===== config.mk =====
export PLATFORM = sky130hd
export DESIGN_NAME = data2signal
export DESIGN_NICKNAME = d
export VERILOG_FILES = /design/src/rtl/data2signal_pkg.sv /design/src/rtl/data2signal_sample_tick.sv /design/src/rtl/data2signal.sv
export SDC_FILE = /design/constraint.sdc
export NUM_CORES = 1
export LEC_CHECK = 0
export CAP_MARGIN = 5
export CORE_UTILIZATION = 46
export DETAILED_ROUTE_END_ITERATION = 6
export PLACE_DENSITY = 0.8
export SYNTH_ARGS = -nofsm -noshare
export SYNTH_HDL_FRONTEND = slang
export SYNTH_SLANG_ARGS = --single-unit

===== constraint.sdc =====
create_clock -name clk -period 4.4 [get_ports clk]
set_input_delay 0.66 -clock clk [delete_from_list [all_inputs] [get_ports clk]]
set_output_delay 0.66 -clock clk [all_outputs]
set_load 0.05 [all_outputs]

===== src/rtl/data2signal_pkg.sv =====
// Shared FSM encoding and width helper for the data2signal sample consumer / DAC transmitter.
package data2signal_pkg;

    typedef enum logic [2:0] {
        StIdle,
        StReq,
        StWait,
        StLoad,
        StShift,
        StDone
    } state_e;

    // Bits needed to count 0..value-1; never less than 1 so degenerate counters stay legal.
    function automatic int unsigned clogb2(input int unsigned value);
        int unsigned res;
        res = 1;
        for (int unsigned i = 1; i < 32; i++) begin
            if ((32'd1 << i) < value) begin
                res = i + 1;
            end
        end
        return res;
    endfunction

endpackage


===== src/rtl/data2signal_sample_tick.sv =====
// En-gated sample period counter; tick marks the last cycle of each period.
module sample_tick
    import data2signal_pkg::*;
#(
    parameter int unsigned SAMPLE_DIV = 1000
) (
    input  logic clk_i,
    input  logic rst_i,
    input  logic en_i,
    output logic tick_o
);

    localparam int unsigned PW = clogb2(SAMPLE_DIV);
    localparam logic [PW-1:0] PLast = PW'(SAMPLE_DIV - 1);

    logic [PW-1:0] pcnt_q, pcnt_d;

    always_comb begin
        pcnt_d = pcnt_q;
        if (!en_i || (pcnt_q == PLast)) begin
            pcnt_d = '0;
        end else begin
            pcnt_d = pcnt_q + 1'b1;
        end
    end

    always_ff @(posedge clk_i) begin
        if (rst_i) begin
            pcnt_q <= '0;
        end else begin
            pcnt_q <= pcnt_d;
        end
    end

    assign tick_o = en_i && (pcnt_q == PLast);

endmodule


===== src/rtl/data2signal.sv =====
// Sample requester and MSB-first serial DAC transmitter; all outputs registered.
module data2signal
    import data2signal_pkg::*;
#(
    parameter int unsigned SIZE       = 12,
    parameter int unsigned SAMPLE_DIV = 1000,
    parameter int unsigned SCLK_DIV   = 2,
    parameter int unsigned LATENCY    = 2
) (
    input  logic            clk,
    input  logic            rst,
    input  logic            en,
    input  logic [SIZE-1:0] data,
    output logic            next,
    output logic            cs_n,
    output logic            sclk,
    output logic            sdo,
    output logic            busy,
    output logic            overrun
);

    localparam int unsigned BW = clogb2(SIZE);
    localparam int unsigned SW = clogb2(SCLK_DIV) + 1;
    localparam int unsigned LW = clogb2(LATENCY);

    localparam logic [BW-1:0] BLast = BW'(SIZE - 1);
    localparam logic [SW-1:0] SHalf = SW'(SCLK_DIV);
    localparam logic [SW-1:0] SLast = SW'(2 * SCLK_DIV - 1);
    localparam logic [LW-1:0] LLast = LW'(LATENCY - 1);

    logic tick;

    state_e          state_q, state_d;
    logic [LW-1:0]   lcnt_q, lcnt_d;
    logic [BW-1:0]   bcnt_q, bcnt_d;
    logic [SW-1:0]   scnt_q, scnt_d;
    logic [SIZE-1:0] shreg_q, shreg_d;
    logic            overrun_q, overrun_d;
    logic            next_q, next_d;
    logic            cs_n_q, cs_n_d;
    logic            sclk_q, sclk_d;
    logic            sdo_q, sdo_d;
    logic            busy_q, busy_d;

    sample_tick #(
        .SAMPLE_DIV(SAMPLE_DIV)
    ) u_tick (
        .clk_i (clk),
        .rst_i (rst),
        .en_i  (en),
        .tick_o(tick)
    );

    always_comb begin
        state_d   = state_q;
        lcnt_d    = lcnt_q;
        bcnt_d    = bcnt_q;
        scnt_d    = scnt_q;
        shreg_d   = shreg_q;
        overrun_d = overrun_q | (tick && (state_q != StIdle));

        case (state_q)
            StIdle: begin
                if (tick) begin
                    state_d = StReq;
                end
            end
            StReq: begin
                lcnt_d  = '0;
                state_d = StWait;
            end
            StWait: begin
                if (lcnt_q == LLast) begin
                    state_d = StLoad;
                end else begin
                    lcnt_d = lcnt_q + 1'b1;
                end
            end
            StLoad: begin
                shreg_d = data;
                bcnt_d  = BLast;
                scnt_d  = '0;
                state_d = StShift;
            end
            StShift: begin
                if (scnt_q == SLast) begin
                    scnt_d  = '0;
                    shreg_d = {shreg_q[SIZE-2:0], 1'b0};
                    if (bcnt_q == '0) begin
                        state_d = StDone;
                    end else begin
                        bcnt_d = bcnt_q - 1'b1;
                    end
                end else begin
                    scnt_d = scnt_q + 1'b1;
                end
            end
            StDone: begin
                state_d = StIdle;
            end
            default: begin
                state_d = StIdle;
            end
        endcase

        // Outputs are derived from next-state so the registered pins line up with the state.
        next_d = (state_d == StReq);
        cs_n_d = (state_d != StShift);
        sclk_d = (state_d == StShift) && (scnt_d >= SHalf);
        sdo_d  = (state_d == StShift) ? shreg_d[SIZE-1] : 1'b0;
        busy_d = (state_d != StIdle);
    end

    always_ff @(posedge clk) begin
        if (rst) begin
            state_q   <= StIdle;
            lcnt_q    <= '0;
            bcnt_q    <= '0;
            scnt_q    <= '0;
            shreg_q   <= '0;
            overrun_q <= 1'b0;
            next_q    <= 1'b0;
            cs_n_q    <= 1'b1;
            sclk_q    <= 1'b0;
            sdo_q     <= 1'b0;
            busy_q    <= 1'b0;
        end else begin
            state_q   <= state_d;
            lcnt_q    <= lcnt_d;
            bcnt_q    <= bcnt_d;
            scnt_q    <= scnt_d;
            shreg_q   <= shreg_d;
            overrun_q <= overrun_d;
            next_q    <= next_d;
            cs_n_q    <= cs_n_d;
            sclk_q    <= sclk_d;
            sdo_q     <= sdo_d;
            busy_q    <= busy_d;
        end
    end

    assign next    = next_q;
    assign cs_n    = cs_n_q;
    assign sclk    = sclk_q;
    assign sdo     = sdo_q;
    assign busy    = busy_q;
    assign overrun = overrun_q;

endmodule


==> PnR_summary.wiki <==
{| class="wikitable"
! Metric !! Value
|-
| Number of detailed-route iterations in the first pass || 4
|-
| Port Buffers || 20
|-
| Syn-to-layout area delta || 15.1%
|-
| Final antenna diode count || 0
|-
| Power per standard cell area || 279 nW/um2
|-
| Number of I/O pins || 21
|-
| Maximum Capacitance Violations || 0
|-
| Post-Route Skew || 0.00734 ns
|-
| Switch share || 0.214
|-
| Die Ht || 61.9 um
|-
| Final sum of negative setup slack || 0 ns
|-
| Internal reg-to-reg setup slack || 2.37 ns
|-
| Nets in the synthesized netlist || 197
|-
| Worst slack, placed || 2.34 ns
|-
| Vias || 1237
|-
| FILL cells || 307
|-
| Total clock sinks || 38
|-
| Total of warnings raised by yosys || 0
|-
| Type of destination of the critical path || output port
|-
| Post-layout minimum cycle time || 2.15 ns
|-
| Final instance count without filler cells || 241
|-
| Crit path cell chain || clkdlybuf4s50_1
|-
| Wire length of the first global-routing pass || 4480 um
|-
| Root buffer selected by CTS || sky130_fd_sc_hd__clkbuf_4
|-
| CP top delay family || buffers and inverters
|-
| Standard cell with the maximum stage delay on the critical path || sky130_fd_sc_hd__clkdlybuf4s50_1
|-
| Placed cell count || 234
|-
| Horizontal die dimension || 61.9 um
|-
| Post-synthesis cell count || 178
|-
| Final Max Tran Viols || 0
|-
| Count of flip-flops with a built-in enable after synthesis || 0
|-
| Req. time, crit path || 3.74 ns
|-
| Count of cell types in the netlist || 41
|-
| Number of register bits inferred by synthesis || 38
|-
| Post-layout nets || 214
|-
| Share of synthesized flip-flops with an asynchronous set or reset || 0
|-
| Remaining design rule violation count || 0
|-
| Maximum fanout count along the critical path || 2
|-
| Final cycle utilization of the critical path || 0.488
|-
| Util after Layout || 0.561
|-
| H-tree depth || 2
|-
| Top cell type's share of synthesized area || 0.461
|-
| Combinational share of power || 0.038
|-
| Leak || 0.633 nW
|-
| Classification of the worst setup path || register to output port
|-
| Total power consumption of the routed design || 0.531 mW
|-
| Part of the Yosys area used for sequential elements || 0.461
|-
| Seq. cell area || 761 um2
|-
| Internal portion of total power || 0.417 mW
|-
| Clock network fraction of design power || 0.312
|-
| Worst-margin pin slew || 0.650 ns
|-
| Post-cts gate resize count || 0
|-
| Inserted Clock Buffers || 5
|-
| IR Drop Worst-Case VDD || 203 uV
|-
| Power dissipated by switching net loads || 0.114 mW
|-
| Antenna violations before repair || 0
|-
| Number of buffers inserted by hold repair at cts || 0
|-
| Critical Path Start Type || register
|-
| Clock tree from TritonCTS || done
|-
| Largest stage delay on the critical path || 0.80 ns
|-
| Total gr overflow || 0
|-
| FP Rows || 21
|-
| Dpl hpwl || 2010 um
|-
| Area of the multi-input gates || 811 um2
|-
| Post-Route WL || 2960 um
|-
| Top cells by area in the synthesized netlist || sky130_fd_sc_hd__dfxtp_1, sky130_fd_sc_hd__a22oi_1, sky130_fd_sc_hd__nor2_1
|-
| Cell Area, Synth || 1650 um2
|-
| Placeable core region || 3390 um2
|-
| Total global routing track utilization || 0.162
|-
| RSZ-0062 raised after global routing || false
|-
| Clock input transition at the sequential cells of the worst setup and hold paths || 0.10 ns
|-
| Hold violation count in the final report || 0
|-
| Sequential power share || 0.650
|-
| Timing-limited maximum frequency || 0.466 GHz
|-
| Final WS setup || 2.25 ns
|-
| Main synth FF type || sky130_fd_sc_hd__dfxtp_1
|-
| Clock insertion delay at the later pin of the skew report || 0.34 ns
|-
| Largest net degree at the start of global routing || 28
|-
| Outcome || completed
|-
| Final Wtd Congestion || 0.731
|-
| Maximum clock insertion buffer count || 2
|-
| Fraction of final layout cells with drive strength greater than 1 || 0.0769
|-
| Cell type with the highest aggregate area in the netlist || sky130_fd_sc_hd__dfxtp_1
|-
| Overall die area || 3830 um2
|-
| Number of global-route vias before repair || 1055
|-
| Type of the most critical hold path || register to register
|-
| Vias per cell || 5.13
|-
| Final setup vio count || 0
|-
| Drt initial violations || 62
|-
| CP bufs+invs || 1
|-
| Post-synthesis area per instance || 9.28 um2
|-
| Headroom to the max-slew limit || 0.567
|-
| Effective utilization at floorplan || 0.487
|-
| Antenna violation net count after detailed routing || 0
|-
| Arrival time of the worst setup path || 1.49 ns
|-
| Post-CTS Repair Setup Buffers || 0
|-
| Routed wire per std cell || 12.3 um
|}
## synthesized netlist by cell type (2+ instances only)
master,instances
sky130_fd_sc_hd__dfxtp_1,38
sky130_fd_sc_hd__nor2_1,23
sky130_fd_sc_hd__nand2_1,17
sky130_fd_sc_hd__a21oi_1,13
sky130_fd_sc_hd__a22oi_1,12
sky130_fd_sc_hd__nor3_1,8
sky130_fd_sc_hd__xnor2_1,8
sky130_fd_sc_hd__inv_1,5
sky130_fd_sc_hd__buf_2,4
sky130_fd_sc_hd__buf_4,4
sky130_fd_sc_hd__ha_1,4
sky130_fd_sc_hd__nand3_1,3
sky130_fd_sc_hd__nand3b_1,3
sky130_fd_sc_hd__o21ai_0,3
sky130_fd_sc_hd__a31oi_1,2
sky130_fd_sc_hd__clkbuf_1,2
sky130_fd_sc_hd__nand2b_1,2
sky130_fd_sc_hd__nor2_2,2
sky130_fd_sc_hd__nor2b_1,2
sky130_fd_sc_hd__xor2_1,2
## logic make-up after synthesis
logic type                 count (synthesis)  share of synthesized area
xor gates and xnor gates                  10                     0.0530
and+or+nand+nor                           71                      0.236
buffers and inverters                     16                     0.0485
adders and majority gates                  4                     0.0303
AOI/OAI and AO/OA                         39                      0.171
DFF                                       38                      0.461
## path summary, 6_finish.rpt
path | from | to | depth (start not counted)
worst max-delay path | overrun | overrun | 1
worst min-delay path | u_tick.pcnt_q[0] | u_tick.pcnt_q[0] | 1
worst max register to register | state_q[0] | sdo | 4
worst min register to register | u_tick.pcnt_q[0] | u_tick.pcnt_q[0] | 1
## stage by stage
step	hold WS, ns	area, um2
after floorplan	0.418	1650
after global placement	0.428	1860
after detailed placement	0.446	1860
after CTS	0.462	1900
after global routing	0.482	1900
final	0.456	1900
## cell usage in the layout (no fill, tap or decap), drive strengths merged, types with 4 or more instances in the layout
| cell type | count |
|---|---|
| nor3 | 8 |
| dfxtp | 38 |
| nand2 | 17 |
| inv | 5 |
| xnor2 | 8 |
| a22oi | 12 |
| ha | 4 |
| clkbuf | 7 |
| a21oi | 13 |
| nor2 | 25 |
| clkdlybuf4s50 | 20 |
## area by class of cell
| cell class | instances | area share |
|---|---|---|
| Tap cell | 46 | 0.0303 |
| Sequential cell | 38 | 0.400 |
| Timing Repair Buffer | 21 | 0.109 |
| Multi-Input combinational cell | 124 | 0.427 |
| Inverter | 5 | 0.00987 |
| Clock buffer | 7 | 0.0237 |
## sequential cells by signal, summed over array words and instances, names as in the netlist, 3 cells and up, named ones only
register       count
bcnt_q             4
shreg_q           12
state_q            3
u_tick.pcnt_q     10
## routing by layer
metal,share of wire,routed length [um],track usage,vias up
met5,0,0,0,-
li1,-,-,-,652
met4,0.018,53,0.0698,0
met3,0.056,165,0.0683,8
met1,0.50,1470,0.204,552
met2,0.43,1270,0.244,25
## power by group through the flow
stage | registers, mW | logic (mW) | clock network (mW)
after detailed placement | 0.353 | 0.0202 | 0
after global placement | 0.353 | 0.0203 | 0
after CTS | 0.345 | 0.0204 | 0.170
final | 0.345 | 0.0202 | 0.166
after floorplan | 0.353 | 0.00649 | 0
after global routing | 0.346 | 0.0220 | 0.188
Power figures use the tool's default switching activity.
